$ cat src/rtl/load_store_unit.sv
// load_store_unit: multicycle RV32I load/store engine in front of the unified
// memory port. It encodes LB/LH/LW/LBU/LHU/SB/SH/SW into a word-aligned,
// byte-enabled bus access, waits for mem_ready with a timeout, and returns
// extended load data plus a fault flag.
//
// Handshakes: the core request is taken on a cycle where req_valid && req_ready
// (req_ready is high only in IDLE). The bus access is held stable while
// mem_valid is high, and it completes on the first cycle where mem_ready is
// sampled high; mem_rdata is valid in that same cycle. rsp_valid is a single
// cycle pulse and rsp_fault/rsp_rdata are meaningful only while it is high.
//
// Optional feature: define LSU_MISALIGN_TRAP_EN to fault misaligned halfword
// and word accesses in IDLE without touching the bus.
module load_store_unit #(
    parameter int unsigned TIMEOUT_CYCLES = 16
) (
    input  logic        clk,
    input  logic        reset,
    input  logic        req_valid,
    output logic        req_ready,
    input  logic        req_write,
    input  logic [2:0]  req_funct3,
    input  logic [31:0] req_addr,
    input  logic [31:0] req_wdata,
    output logic        rsp_valid,
    output logic [31:0] rsp_rdata,
    output logic        rsp_fault,
    output logic        mem_valid,
    input  logic        mem_ready,
    output logic        mem_we,
    output logic [3:0]  mem_be,
    output logic [31:0] mem_addr,
    output logic [31:0] mem_wdata,
    input  logic [31:0] mem_rdata
);

    typedef enum logic [1:0] {
        S_IDLE = 2'd0,
        S_BUS  = 2'd1,
        S_RESP = 2'd2
    } state_t;

    // Counter value of the last BUS cycle that may still see mem_ready.
    localparam logic [7:0] TO_LAST = 8'(TIMEOUT_CYCLES - 1);

    state_t      r_state;
    state_t      w_next;

    logic [31:0] r_addr;
    logic [2:0]  r_funct3;
    logic        r_write;
    logic [31:0] r_wdata;
    logic [7:0]  r_cnt;
    logic [31:0] r_rdata;
    logic        r_fault;

    logic        w_illegal;
    logic        w_misalign;
    logic        w_pre_fault;
    logic        w_timeout;
    logic [1:0]  w_off;
    logic [3:0]  w_be;
    logic [31:0] w_wdata;
    logic [31:0] w_shifted;
    logic [7:0]  w_byte;
    logic [15:0] w_half;
    logic [31:0] w_load;

    // Decode the incoming request for faults that skip the bus entirely.
    always_comb begin
        if (req_write) begin
            w_illegal = (req_funct3 > 3'b010);
        end else begin
            w_illegal = (req_funct3 == 3'b011) || (req_funct3[2:1] == 2'b11);
        end
`ifdef LSU_MISALIGN_TRAP_EN
        w_misalign = ((req_funct3[1:0] == 2'b01) && req_addr[0]) ||
                     ((req_funct3[1:0] == 2'b10) && (req_addr[1:0] != 2'b00));
`else
        w_misalign = 1'b0;
`endif
        w_pre_fault = w_illegal || w_misalign;
    end

    assign w_timeout = (r_cnt == TO_LAST);
    assign w_off     = r_addr[1:0];

    // Byte-lane encoding of the registered store/load size and offset.
    always_comb begin
        case (r_funct3[1:0])
            2'b00: begin
                w_be    = 4'b0001 << w_off;
                w_wdata = {4{r_wdata[7:0]}};
            end
            2'b01: begin
                w_be    = 4'b0011 << {w_off[1], 1'b0};
                w_wdata = {2{r_wdata[15:0]}};
            end
            default: begin
                w_be    = 4'b1111;
                w_wdata = r_wdata;
            end
        endcase
    end

    // Select and extend the addressed lane of the returned read word.
    always_comb begin
        w_shifted = mem_rdata >> {w_off, 3'b000};
        w_byte    = w_shifted[7:0];
        w_half    = w_off[1] ? mem_rdata[31:16] : mem_rdata[15:0];
        case (r_funct3)
            3'b000:  w_load = {{24{w_byte[7]}}, w_byte};
            3'b001:  w_load = {{16{w_half[15]}}, w_half};
            3'b010:  w_load = mem_rdata;
            3'b100:  w_load = {24'd0, w_byte};
            3'b101:  w_load = {16'd0, w_half};
            default: w_load = 32'd0;
        endcase
    end

    // State register.
    always_ff @(posedge clk or posedge reset) begin
        if (reset) begin
            r_state <= S_IDLE;
        end else begin
            r_state <= w_next;
        end
    end

    // Next-state decode.
    always_comb begin
        w_next = r_state;
        case (r_state)
            S_IDLE: begin
                if (req_valid) begin
                    w_next = w_pre_fault ? S_RESP : S_BUS;
                end
            end
            S_BUS: begin
                if (mem_ready || w_timeout) begin
                    w_next = S_RESP;
                end
            end
            S_RESP:  w_next = S_IDLE;
            default: w_next = S_IDLE;
        endcase
    end

    // Request capture, timeout counting and response capture.
    always_ff @(posedge clk or posedge reset) begin
        if (reset) begin
            r_addr   <= 32'd0;
            r_funct3 <= 3'd0;
            r_write  <= 1'b0;
            r_wdata  <= 32'd0;
            r_cnt    <= 8'd0;
            r_rdata  <= 32'd0;
            r_fault  <= 1'b0;
        end else begin
            case (r_state)
                S_IDLE: begin
                    if (req_valid) begin
                        r_addr   <= req_addr;
                        r_funct3 <= req_funct3;
                        r_write  <= req_write;
                        r_wdata  <= req_wdata;
                        r_cnt    <= 8'd0;
                        r_rdata  <= 32'd0;
                        r_fault  <= w_pre_fault;
                    end
                end
                S_BUS: begin
                    // A ready in the timeout cycle still completes cleanly.
                    if (mem_ready) begin
                        r_rdata <= r_write ? 32'd0 : w_load;
                        r_fault <= 1'b0;
                    end else if (w_timeout) begin
                        r_rdata <= 32'd0;
                        r_fault <= 1'b1;
                    end else begin
                        r_cnt <= r_cnt + 8'd1;
                    end
                end
                default: begin
                end
            endcase
        end
    end

    // Outputs decoded from the state and the registered request only.
    always_comb begin
        req_ready = 1'b0;
        rsp_valid = 1'b0;
        rsp_fault = 1'b0;
        rsp_rdata = 32'd0;
        mem_valid = 1'b0;
        mem_we    = 1'b0;
        mem_be    = 4'b0000;
        mem_addr  = 32'd0;
        mem_wdata = 32'd0;
        case (r_state)
            S_IDLE: req_ready = 1'b1;
            S_BUS: begin
                mem_valid = 1'b1;
                mem_we    = r_write;
                mem_be    = w_be;
                mem_addr  = {r_addr[31:2], 2'b00};
                mem_wdata = w_wdata;
            end
            S_RESP: begin
                rsp_valid = 1'b1;
                rsp_fault = r_fault;
                rsp_rdata = r_rdata;
            end
            default: begin
            end
        endcase
    end

endmodule

$ cat config.mk
export PLATFORM = sky130hd
export DESIGN_NAME = load_store_unit
export DESIGN_NICKNAME = d
export VERILOG_FILES = /design/src/rtl/load_store_unit.sv
export SDC_FILE = /design/constraint.sdc
export NUM_CORES = 1
export LEC_CHECK = 0
export ABC_AREA = 1
export BUFFER_PORTS_ARGS = -buffer_cell sky130_fd_sc_hd__buf_2
export CORE_ASPECT_RATIO = 1.75
export CORE_UTILIZATION = 55
export CTS_BUF_LIST = sky130_fd_sc_hd__clkbuf_8
export DETAILED_ROUTE_END_ITERATION = 8
export MAX_ROUTING_LAYER = met4
export PLACE_DENSITY = 0.86
export RECOVER_POWER = 100
export SLEW_MARGIN = 20
export SYNTH_ARGS = -nofsm -noshare
export SYNTH_HDL_FRONTEND = slang
export SYNTH_SLANG_ARGS = --single-unit
$ cat constraint.sdc
create_clock -name clk -period 7.7 [get_ports clk]
set_input_delay 0 -clock clk [delete_from_list [all_inputs] [get_ports clk]]
set_output_delay 0 -clock clk [all_outputs]
set_load 0.1 [all_outputs]
* Yosys cells after proc, flatten, opt, wreduce, memory -nomap -nowiden
Cells that the tools add are included.
** Word-level totals
- Input bits :: 104
- Output and inout bits :: 105
- Logic and storage cells :: 69
- Register bits after elaboration :: 111
** Cells by class
- Mux-type cells :: 31
- $lt $le $gt $ge :: 1
- Reduce and logical (&&, ||, !) cells :: 10
- Shifts and indexed selects :: 3
- $add $sub $neg :: 1
- Eq/ne operators :: 15
** Operators with widths (count)
- $mux 32 :: 7
- $pmux 32 s5 :: 1
- $pmux 32 s2 :: 2
- $shr 32x5->8 :: 1
- $mux 8 :: 3
- $mux 16 :: 1
- $pmux 8 s2 :: 1
- $mux 1 :: 9
- $add 8x1->8 const B :: 1
- $eq 8x4->1 const B :: 1
- $ne 2x2->1 const B :: 4
- $pmux 4 s2 :: 1
- $eq 3x2->1 const B :: 2
- $eq 3x3->1 const B :: 2
- $mux 2 :: 3
- $eq 2x1->1 const B :: 2
- $eq 2x2->1 const B :: 2
- $logic_not 2->1 :: 2
- $mux 4 :: 1
- $pmux 2 s2 :: 1
- $reduce_and 2->1 :: 2
- $reduce_and 4->1 :: 1
- $shl 1x2->4 const A :: 1
- $shl 2x2->4 const A :: 1
- 8 further kinds :: 9

* Depth between registers and ports, before layout
- Depth in word-level cells :: 6
- Gate-level depth with buffers :: 11
- Mapped depth without buffers :: 9

* Least setup slack after synthesis
Ideal clock, no wire load.
- Path kind :: flip-flop to output port
- From :: reg r_state[0]
- To :: out rsp_rdata[10]
- Slack :: 4153 ps
- Data arrival time :: 3547 ps
- Cell stages (with the launch flop) :: 5
- Required time :: 7700 ps
- Buffers on the path :: 1
- Path through :: dfrtp_1 > nor2_1 > inv_1 > buf_1 > nor2_1
** Between the ends
- Longest elaborated chain between the ends :: 2
** Ends and longest elaborated chain
- start, declared :: line 46 : state_t r_state;
- start signal, assigned :: line 126 : r_state <= w_next;
- $eq 2x2->1 :: line 201 : case (r_state)
- $mux 32 :: line 201
- end, declared :: line 26 : output logic [31:0] rsp_rdata,
Every way passes these cells.

* Worst setup path in the final report
- From :: reg r_state[1]
- To :: reg r_rdata[21]
** Between the ends
- Longest elaborated chain between the ends :: 3
- Elaborated cells between the ends (all ways) :: 7
- Classes of those cells :: 3 x eq/ne; 1 x mux; 3 x reduce/logical
** Ends and longest elaborated chain
- $eq 2x1->1 / $logic_not 2->1 (equally long branches) :: line 160 : case (r_state)
- $ne 3x3->1 (no line) (tied with other cells)
- $reduce_and 3->1 (no line)
- end signal, assigned :: line 175 : r_rdata <= r_write ? 32'd0 : w_load;
- end, declared :: line 54 : logic [31:0] r_rdata;
Parallel ways exist; a longest one is shown, timed or not.
A chain may end at the register's enable or synchronous reset.

==> results.json <==
{
  "worst_path_max_delay_cell": "nand2_1",
  "antenna_found_initial": 0,
  "finalWirelength_mm": 20.00,
  "clock_latency_ns": 0.39,
  "finalSetupTns_ns": 0,
  "arrival_ns": 4.95,
  "dr.pass1.iters": 5,
  "ctsResizeCount": 0,
  "dpl.hpwl_mm": 11.97,
  "power_leakage_nw": 4.190,
  "start_util": 0.5725,
  "tritoncts": "built",
  "overflow": 0,
  "grt_max_degree": 116,
  "rsz0062_at_grt": "false",
  "crit_buf_inv": 1,
  "yosysSeqAreaShare": 0.4483,
  "grt_pass1_vias": 6441,
  "setup_viol": 0,
  "worstPathCellList": "nor2_1 > nand2_1 > nand2_1 > clkinv_1 > nand3_1 > nand2_1",
  "cts_root_buf": "clkbuf_8",
  "crit_type": "reg -> reg",
  "synth_cells": 878,
  "cts_made_buffers": 9,
  "place_area_mm2": 0.007162,
  "synth.distinct_cells": 28,
  "power_mw": 3.285,
  "rows": 50,
  "portBuffers": 206,
  "final_common_cell": "nand2_1",
  "setup.worst_path.start_class": "register",
  "synth-edff-count": 0,
  "fin_skew_ns": 0.01605,
  "critPathMaxFanout": 115,
  "netlist_area_mm2": 0.006196,
  "hold_violations": 0,
  "grt_pass1_wl_mm": 30.62,
  "end_kind": "register",
  "tightest_slew_ns": 3.716,
  "finalNonFillerCells": 1268,
  "status": "complete, but fails checks",
  "gp_congestion": 0.9626,
  "cts_sinks": 111,
  "fmax_ghz": 0.2140,
  "cp.required_ns": 7.97,
  "synth-main-ff-cell": "dfrtp_1",
  "die_y_um": 142.4,
  "cp_top_family": "simple AND/OR/NAND/NOR gates",
  "grtUsageTotal": 0.3582,
  "fp.dieArea_mm2": 0.01171,
  "cap_violations": 3,
  "fin_crit_sh": 0.6069,
  "slew_viol_final": 191,
  "finalInstanceArea_mm2": 0.008046,
  "fin_crit_ns": 4.673,
  "initialDrtViolationCount": 698,
  "p_per_area_mw_per_mm2": 408.2,
  "num_io_pins": 209,
  "placeableCoreArea_mm2": 0.01082,
  "via_count": 6825,
  "cts.hold.buffers_added": 83,
  "async_reset_ff_frac": 1.000,
  "peakVddDrop_v": 0.0003335,
  "violations": "capacitance limit, slew limit",
  "dp_slack_ns": 4.434,
  "critPathMaxStageDelay_ns": 2.01,
  "layout.cells.most_common_list": "nand2_1, nor2_1, dfrtp_1, inv_1, buf_2",
  "ys_seq_elements": 111,
  "utilization": 0.7435,
  "drc": 0,
  "syn_avg_cell_area_um2": 7.057,
  "worstHoldPathType": "in -> reg",
  "cts_buffer_depth": 2,
  "ant_nets": 0,
  "die_w_um": 82.24,
  "slew-limit-headroom": -1.483,
  "cts.htree.levels": 3,
  "wl_per_cell_um": 15.77,
  "drive_above_1_share": 0.1424,
  "finalNetCount": 1238,
  "area_delta_synth_final_pct": 29.87,
  "diodes": 0,
  "dp_cells": 1169,
  "whs_ns": 0.01803,
  "clk_pin_slew_ns": 0.12,
  "post_cts_buffers": 0,
  "via_per_inst": 5.382,
  "worst_slack_ns": 3.027,
  "yosys_warnings": 0,
  "cp_common_cell": "nand2_1"
}
[per-layer routing]
metal / vias to the layer above / wire, um / GRT usage
li1: 3208 / - / -
met1: 3153 / 7155 / 0.3786
met2: 363 / 10250 / 0.5968
met3: 101 / 1219 / 0.04936
met4: 0 / 1369 / 0.2521
met5: - / 0 / -
[area by class of cell]
| cell class | count | area, um^2 |
|---|---|---|
| clock buffers | 10 | 137.6 |
| clock inverters | 6 | 57.56 |
| multi-input cells | 605 | 2733 |
| well taps | 130 | 162.7 |
| repair buffers | 290 | 1742 |
| inverters | 116 | 436.7 |
| fillers | 877 | 2776 |
| flip-flops and latches | 111 | 2778 |
[registers in the layout, indices dropped and copies added (netlist names)]
| register | flops |
|---|---|
| r_addr | 32 |
| r_rdata | 32 |
| r_wdata | 32 |
| r_cnt | 8 |
| r_funct3 | 3 |
| r_state | 2 |
| r_fault | 1 |
| r_write | 1 |
[synth_stat cells, types with 3 or more instances]
master | instances | area share
dfrtp_1 | 111 | 0.45
o22ai_1 | 8 | 0.0081
inv_2 | 4 | 0.0024
buf_6 | 3 | 0.0055
a21oi_1 | 57 | 0.046
buf_2 | 19 | 0.015
inv_1 | 110 | 0.067
buf_4 | 8 | 0.0097
clkbuf_1 | 9 | 0.0055
nand2_2 | 4 | 0.0040
nand2_1 | 210 | 0.13
buf_1 | 7 | 0.0042
nor2_1 | 189 | 0.11
nor2_2 | 3 | 0.0030
nand3_1 | 61 | 0.049
mux2_2 | 24 | 0.044
o21ai_0 | 34 | 0.027
or2_2 | 5 | 0.0050
[where the power goes]
| part | internal, mW | switching [mW] | total, mW |
|---|---|---|---|
| clock | 0.135 | 0.224 | 0.360 |
| sequential | 0.780 | 0.131 | 0.912 |
| combinational | 0.402 | 1.61 | 2.01 |
[worst register-to-register path, cell delays in order, from the launching register on]
cell	delay (ns)
dfrtp_1	0.42
nor2_1	0.18
nand2_1	2.01
nand2_1	0.59
clkinv_1	0.90
nand3_1	0.39
nand2_1	0.08
[logic make-up after synthesis]
family	count (synthesis)	share of synthesized area
compound gates	101	0.08401
fa+ha+maj	1	0.002019
buf+inv	163	0.1113
flops	111	0.4483
mux	24	0.04362
other cells	1	0.0006052
simple gates	477	0.3102
[worst paths after layout]
| kind | start | endpoint | slack, ns | cells after the start |
|---|---|---|---|---|
| max | r_state[1] | r_rdata[21] | 3.03 | 6 |
| min in group asynchronous | reset | r_addr[7] | 0.64 | 3 |
| max in group asynchronous | reset | r_rdata[4] | 5.43 | 4 |
| max reg2reg | r_state[1] | r_rdata[21] | 3.03 | 6 |
| min reg2reg | r_rdata[23] | r_rdata[23] | 0.52 | 2 |
| min | mem_rdata[8] | r_rdata[8] | 0.02 | 7 |
No activity file was read; power rests on OpenSTA's default activity.
